`src/rtl/ad_bridge_rx_if.sv`:
```
// Sample bus from the analog solver: one quantised node voltage code plus
// a strobe marking the cycle on which a new sample is posted.
interface ad_bridge_rx_if #(
    parameter int CODE_W = 12
);
    logic [CODE_W-1:0] ana_code;
    logic              ana_valid;

    modport master (output ana_code, output ana_valid);
    modport slave  (input  ana_code, input  ana_valid);
endinterface

```
`src/rtl/ad_bridge_rx.sv`:
```
// Analog-to-digital end of the cosimulation bridge. Turns the solver's
// sampled node voltage into a clean logic level using hysteresis thresholds
// and a consecutive-sample deglitch filter. Reports timestamped edges, an
// unknown-level flag, a saturating count of aborted transitions and a
// stale-input flag.
module ad_bridge_rx #(
    parameter int CODE_W    = 12,
    parameter int VIL       = 1229,
    parameter int VIH       = 2867,
    parameter int FILT      = 3,
    parameter int STALE_CYC = 1000,
    parameter int TS_W      = 32
) (
    input  logic              clk,
    input  logic              rst_n,
    ad_bridge_rx_if.slave     ana,
    output logic              dig_out,
    output logic              dig_x,
    output logic              edge_rise,
    output logic              edge_fall,
    output logic [TS_W-1:0]   edge_time,
    output logic [7:0]        glitch_cnt,
    output logic              stale
);

    localparam logic [CODE_W-1:0] VIL_C   = CODE_W'(VIL);
    localparam logic [CODE_W-1:0] VIH_C   = CODE_W'(VIH);
    localparam logic [3:0]        FILT_C  = 4'(FILT);
    localparam int                SC_W    = $clog2(STALE_CYC + 1);
    localparam logic [SC_W-1:0]   STALE_C = SC_W'(STALE_CYC);
    localparam bit                FAST    = (FILT == 1);

    if (VIL >= VIH) begin : g_bad_thresholds
        $error("ad_bridge_rx: VIL (%0d) must be below VIH (%0d)", VIL, VIH);
    end
    if (FILT < 1 || FILT > 15) begin : g_bad_filt
        $error("ad_bridge_rx: FILT (%0d) must be in 1..15", FILT);
    end

    typedef enum logic [2:0] {
        ST_X, ST_LOW, ST_RISE_P, ST_HIGH, ST_FALL_P
    } state_t;

    state_t          state, state_nxt;
    logic [3:0]      cnt, cnt_nxt;
    logic            from_x, from_x_nxt;   // pending transition began in X
    logic            enter_high, enter_low, edge_ok, abort;
    logic [TS_W-1:0] ts;
    logic [SC_W-1:0] stale_cnt;
    logic            is_h, is_l;
    logic [3:0]      cnt_inc;

    assign is_h    = ana.ana_code >= VIH_C;
    assign is_l    = ana.ana_code <= VIL_C;
    assign cnt_inc = cnt + 4'd1;
    assign stale   = (stale_cnt == STALE_C);

    // Filter state register; reset drops any pending transition
    always_ff @(posedge clk or negedge rst_n) begin
        if (!rst_n) begin
            state  <= ST_X;
            cnt    <= 4'd0;
            from_x <= 1'b0;
        end else begin
            state  <= state_nxt;
            cnt    <= cnt_nxt;
            from_x <= from_x_nxt;
        end
    end

    // Next state: only valid samples move the filter; a non-qualifying
    // sample while pending falls back to the last stable state
    always_comb begin
        state_nxt  = state;
        cnt_nxt    = cnt;
        from_x_nxt = from_x;
        enter_high = 1'b0;
        enter_low  = 1'b0;
        edge_ok    = 1'b0;
        abort      = 1'b0;
        if (ana.ana_valid) begin
            unique case (state)
                ST_X, ST_LOW: begin
                    if (is_h) begin
                        if (FAST) begin
                            state_nxt  = ST_HIGH;
                            enter_high = 1'b1;
                            edge_ok    = (state == ST_LOW);
                        end else begin
                            state_nxt  = ST_RISE_P;
                            cnt_nxt    = 4'd1;
                            from_x_nxt = (state == ST_X);
                        end
                    end else if (is_l && state == ST_X) begin
                        if (FAST) begin
                            state_nxt = ST_LOW;
                            enter_low = 1'b1;
                        end else begin
                            state_nxt  = ST_FALL_P;
                            cnt_nxt    = 4'd1;
                            from_x_nxt = 1'b1;
                        end
                    end
                end
                ST_HIGH: begin
                    if (is_l) begin
                        if (FAST) begin
                            state_nxt = ST_LOW;
                            enter_low = 1'b1;
                            edge_ok   = 1'b1;
                        end else begin
                            state_nxt  = ST_FALL_P;
                            cnt_nxt    = 4'd1;
                            from_x_nxt = 1'b0;
                        end
                    end
                end
                ST_RISE_P: begin
                    if (is_h) begin
                        cnt_nxt = cnt_inc;
                        if (cnt_inc == FILT_C) begin
                            state_nxt  = ST_HIGH;
                            enter_high = 1'b1;
                            edge_ok    = !from_x;
                            cnt_nxt    = 4'd0;
                        end
                    end else begin
                        abort     = 1'b1;
                        state_nxt = from_x ? ST_X : ST_LOW;
                        cnt_nxt   = 4'd0;
                    end
                end
                ST_FALL_P: begin
                    if (is_l) begin
                        cnt_nxt = cnt_inc;
                        if (cnt_inc == FILT_C) begin
                            state_nxt = ST_LOW;
                            enter_low = 1'b1;
                            edge_ok   = !from_x;
                            cnt_nxt   = 4'd0;
                        end
                    end else begin
                        abort     = 1'b1;
                        state_nxt = from_x ? ST_X : ST_HIGH;
                        cnt_nxt   = 4'd0;
                    end
                end
                default: state_nxt = ST_X;
            endcase
        end
    end

    // Registered level, edge pulses, edge timestamp and glitch counter
    always_ff @(posedge clk or negedge rst_n) begin
        if (!rst_n) begin
            dig_out    <= 1'b0;
            dig_x      <= 1'b1;
            edge_rise  <= 1'b0;
            edge_fall  <= 1'b0;
            edge_time  <= '0;
            glitch_cnt <= 8'd0;
            ts         <= '0;
        end else begin
            ts        <= ts + TS_W'(1);
            edge_rise <= enter_high && edge_ok;
            edge_fall <= enter_low && edge_ok;
            if (enter_high || enter_low) begin
                dig_out <= enter_high;
                dig_x   <= 1'b0;
            end
            if ((enter_high || enter_low) && edge_ok)
                edge_time <= ts;
            if (abort && glitch_cnt != 8'hFF)
                glitch_cnt <= glitch_cnt + 8'd1;
        end
    end

    // Cycles since the last sample, saturating at the stale limit
    always_ff @(posedge clk or negedge rst_n) begin
        if (!rst_n)
            stale_cnt <= '0;
        else if (ana.ana_valid)
            stale_cnt <= '0;
        else if (stale_cnt != STALE_C)
            stale_cnt <= stale_cnt + SC_W'(1);
    end

endmodule

```
`src/flat_wrapper.sv`:
```
// flat-port wrapper written by rule: the top's interface ports become plain ports
module ad_bridge_rx_flat 
#(
    parameter int CODE_W    = 12,
    parameter int VIL       = 1229,
    parameter int VIH       = 2867,
    parameter int FILT      = 3,
    parameter int STALE_CYC = 1000,
    parameter int TS_W      = 32
)
  (clk, rst_n, dig_out, dig_x, edge_rise, edge_fall, edge_time, glitch_cnt, stale, ana_ana_code, ana_ana_valid);
  ad_bridge_rx_if #(.CODE_W(CODE_W)) ana_i ();
  input  logic clk;
  input  logic rst_n;
  output logic dig_out;
  output logic dig_x;
  output logic edge_rise;
  output logic edge_fall;
  output logic [TS_W-1:0] edge_time;
  output logic [7:0] glitch_cnt;
  output logic stale;
  input wire logic [$bits(ana_i.ana_code)-1:0] ana_ana_code;
  input wire logic [$bits(ana_i.ana_valid)-1:0] ana_ana_valid;
  assign ana_i.ana_code = ana_ana_code;
  assign ana_i.ana_valid = ana_ana_valid;
  ad_bridge_rx #(.CODE_W(CODE_W), .VIL(VIL), .VIH(VIH), .FILT(FILT), .STALE_CYC(STALE_CYC), .TS_W(TS_W)) u_core (.clk(clk), .rst_n(rst_n), .ana(ana_i), .dig_out(dig_out), .dig_x(dig_x), .edge_rise(edge_rise), .edge_fall(edge_fall), .edge_time(edge_time), .glitch_cnt(glitch_cnt), .stale(stale));
endmodule
```
`config.mk`:
```
export PLATFORM = sky130hd
export DESIGN_NAME = ad_bridge_rx_flat
export DESIGN_NICKNAME = d
export VERILOG_FILES = /design/src/rtl/ad_bridge_rx_if.sv /design/src/rtl/ad_bridge_rx.sv /design/src/flat_wrapper.sv
export SDC_FILE = /design/constraint.sdc
export NUM_CORES = 1
export LEC_CHECK = 0
export BUFFER_PORTS_ARGS = -buffer_cell sky130_fd_sc_hd__buf_2
export CAP_MARGIN = 20
export CORE_MARGIN = 2
export CORE_UTILIZATION = 40
export CTS_BUF_LIST = sky130_fd_sc_hd__clkbuf_4 sky130_fd_sc_hd__clkbuf_8
export DETAILED_ROUTE_END_ITERATION = 16
export GPL_TIMING_DRIVEN = 0
export SLEW_MARGIN = 25
export SYNTH_ARGS = -nofsm -noshare
export SYNTH_HDL_FRONTEND = slang
export SYNTH_SLANG_ARGS = --single-unit
```
`constraint.sdc`:
```
create_clock -name clk -period 2.6 [get_ports clk]
set_clock_uncertainty 0.2 [all_clocks]
set_input_delay 0.13 -clock clk [delete_from_list [all_inputs] [get_ports clk]]
set_output_delay 0.13 -clock clk [all_outputs]
set_load 0.05 [all_outputs]
```
==> impl_metrics.tcl <==
set metrics [dict create \
    status "finished clean" \
    die_height_um 107 \
    io_pins 60 \
    drive_above_1_share 0.286 \
    die_area_um2 11500 \
    vias_per_cell 5.10 \
    critical_path.n_buffers_inverters 2 \
    starting_density_of_the_core 0.413 \
    final.min_clock_period_ns 2.42 \
    num_antenna_cells 0 \
    relSlewSlack 0.557 \
    critical_path_required_ns 2.64 \
    numPlacedInstances 557 \
    post_layout_nonfiller_instances 576 \
    postSynth.topFlopCell "sky130_fd_sc_hd__dfrtp_1" \
    io_buffer_count 59 \
    critical-path-slowest-cell "sky130_fd_sc_hd__dfrtp_2" \
    maxClockFrequency_ghz 0.413 \
    count_of_yosys_warnings_during_synthesis 0 \
    dieWidth_um 107 \
    finish.net_count 457 \
    synth_edf_count 0 \
    critPathTopFamily "simple AND/OR/NAND/NOR gates" \
    worst-path-max-fanout 10 \
    synth.distinct_cells 60 \
    max_slew.worst_pin.slew_ns 0.664 \
    max_cap_viol_count 0 \
    worst-endpoint-arrival_ns 2.46 \
    async_reset_ff_frac 1.00 \
    p_leak_nw 2.49 \
    number_of_antenna_violations_at_the_first_check_in_global_routing 0 \
    gpl.final_weighted_congestion 0.799 \
    drt_first_iter_violations 102 \
    cts.root.buffer_cell "sky130_fd_sc_hd__clkbuf_8" \
    clock_pin_slew_of_the_registers_on_the_worst_case_setup_and_hold_paths_ns 0.09 \
    critPathKind "flip-flop to flip-flop" \
    detail_route.wirelength_um 7970 \
    global_route.overflow_total 0 \
    clock-sinks 94 \
    grtUsageTotal 0.152 \
    detailedRoute.firstPassIterationCount 4 \
    detailroute.via_count 2939 \
    number_of_hold_violations_in_the_final_report 0 \
    mappedNetlistArea_um2 4280 \
    flow.area_growth_from_synthesis_pct 16.8 \
    htree_levels 3 \
    tritoncts.num_buffers 9 \
    first_pass_grt_wire_length_um 14100 \
    timing.critical_path.slowest_cell_delay_ns 0.44 \
    synth_fp_nets 382 \
    critPathLaunchType "flip-flop" \
    drv_slew 0 \
    crit_path_frequent_cell "sky130_fd_sc_hd__buf_6" \
    timing.final.setup_violations 0 \
    number_of_filler_instances_in_the_final_layout 967 \
    highest_count_cells_in_the_layout_ignoring_fill_and_taps "sky130_fd_sc_hd__dfrtp_1, sky130_fd_sc_hd__buf_2, sky130_fd_sc_hd__mux2_2" \
    synth_seq_cells 94 \
    power_density_nw_per_um2 638 \
    synth_sequential_area_ratio 0.550 \
    vias_in_the_first_global_route 2941 \
    vdd.ir_drop.worst_mv 0.321 \
    cts_max_path_buffers 2 \
    floorplan.rows 37 \
    worstSkewPairLatency_ns 0.36 \
    tritoncts "built" \
    post-route-period-util 0.932 \
    average_instance_area_after_synthesis_um2 11.9 \
    drcViolationCount 0 \
    postSynthCellCount 361 \
    design_power_total_mw 3.19 \
    hpwlAfterDp_um 5640 \
    critical_path.cell_chain "ha_1 -> nor3_2 -> o21a_2 -> nand2_4 -> nor4b_4 -> buf_6 -> buf_6 -> mux2_2" \
    setup.worst_path.end_class "flip-flop" \
    worst_hold_path_type "primary input to async pin" \
    most_common_cell_after_layout_fill_and_taps_aside "sky130_fd_sc_hd__dfrtp_1" \
    wire_per_inst_um 13.8 \
    route.antenna.remaining_nets 0 \
    grt_max_degree 56 \
    coreArea_um2 10400 \
]
-- kinds of logic after synthesis --
| family | synth area share |
|---|---|
| muxes | 0.0968 |
| DFF | 0.550 |
| buffers and inverters | 0.0225 |
| AOI/OAI and AO/OA | 0.0670 |
| xor gates and xnor gates | 0.0880 |
| adders and majority gates | 0.0175 |
| and+or+nand+nor | 0.158 |
-- stage by stage --
step	instance area (um^2)	setup WS (ns)	TNS (ns)	util	hold slack, ns
finish	5000	0.177	0	0.482	0.0387
global route	5000	-0.00552	-0.00727	0.482	0.0694
CTS	4980	0.0970	0	0.480	0.0498
detailed placement	4780	-0.0555	-0.954	0.461	-0.135
global placement	4740	-0.0171	-0.224	0.458	0.246
floorplan	4280	0.260	0	-	-0.366
-- registers in the layout (all words and copies together), names as in the netlist --
| signal | count |
|---|---|
| u_core.edge_fall | 1 |
| u_core.cnt | 4 |
| u_core.edge_time | 32 |
| u_core.state | 3 |
| u_core.edge_rise | 1 |
| u_core.dig_out | 1 |
| u_core.from_x | 1 |
| u_core.stale_cnt | 10 |
| u_core.dig_x | 1 |
| u_core.ts | 32 |
| u_core.glitch_cnt | 8 |
-- layout make-up --
cell class	count	area, um^2	area share
plain buffers	6	47.5	0.00952
clock buffers	10	138	0.0275
clock inverters	5	33.8	0.00676
inverters	13	48.8	0.00977
multi-input cells	248	1830	0.367
flip-flops and latches	94	2360	0.472
well taps	136	170	0.0341
repair buffers	64	368	0.0736
-- power by group --
part	internal (mW)	total, mW	switching [mW]
logic	0.233	0.682	0.449
clock network	0.369	0.872	0.503
registers	1.54	1.63	0.0875
-- Yosys cell counts (all sizes together) (2+ instances only) --
| cell type | number | area (um^2) |
|---|---|---|
| buf | 5 | 43.8 |
| o21a | 4 | 31.3 |
| nand2 | 24 | 97.6 |
| o41ai | 2 | 17.5 |
| o21ai | 6 | 30.0 |
| nor4b | 4 | 50.1 |
| or2 | 2 | 12.5 |
| xor2 | 19 | 166 |
| nand3 | 16 | 80.1 |
| o211a | 2 | 20.0 |
| or3 | 3 | 18.8 |
| nand4 | 12 | 75.1 |
| a21boi | 2 | 18.8 |
| a21o | 3 | 22.5 |
| inv | 13 | 48.8 |
| ha | 6 | 75.1 |
| mux2i | 2 | 20.0 |
| a211oi | 2 | 15.0 |
| mux2 | 35 | 394 |
| and3 | 6 | 37.5 |
| and2 | 2 | 12.5 |
| a21oi | 6 | 33.8 |
| nor4 | 4 | 25.0 |
| dfrtp | 93 | 2330 |
| o211ai | 2 | 15.0 |
| nor2 | 26 | 97.6 |
| xnor2 | 24 | 210 |
| nor3 | 13 | 75.1 |
-- worst reg2reg max path: cells and delay by family, from the launching register on --
family | cells | cell delay [ns]
and+or+nand+nor | 3 | 0.54
muxes | 1 | 0.35
adders and majority gates | 1 | 0.25
buffers and inverters | 2 | 0.32
DFF | 1 | 0.44
AOI/OAI and AO/OA | 1 | 0.21
-- final timing paths --
| path | slack (ns) | start | depth (start not counted) | to |
|---|---|---|---|---|
| hold reg to reg | 0.27 | u_core.dig_x$_DFFE_PN1P_ | 1 | u_core.dig_x$_DFFE_PN1P_ |
| max in group asynchronous | 1.54 | rst_n | 3 | u_core.dig_x$_DFFE_PN1P_ |
| min in group clk | 0.13 | ana_ana_code[11] | 4 | u_core.edge_fall$_DFF_PN0_ |
| setup / recovery | 0.18 | u_core.cnt[0]$_DFFE_PN0P_ | 8 | u_core.edge_time[14]$_DFFE_PN0P_ |
| hold / removal | 0.04 | rst_n | 2 | u_core.state[1]$_DFFE_PN0P_ |
| setup reg to reg | 0.18 | u_core.cnt[0]$_DFFE_PN0P_ | 8 | u_core.edge_time[14]$_DFFE_PN0P_ |
-- repair_timing --
item                                    in CTS  in global routing
endpoints found under the hold margin       97                  0
hold buffers                                 2                  0
endpoints found under the setup margin      30                 30
setup buffers                                1                  1
gates resized for setup                      0                  4
pin swaps                                    1                  1
-- layer usage --
| layer | vias to the layer above | share of wire | track usage |
|---|---|---|---|
| met5 | - | 0 | 0 |
| met4 | 0 | 0.013 | 0.0467 |
| met3 | 10 | 0.044 | 0.0424 |
| met2 | 50 | 0.46 | 0.234 |
| met1 | 1448 | 0.49 | 0.210 |
| li1 | 1431 | - | - |
Note: power is estimated with default switching activity, not from simulation.
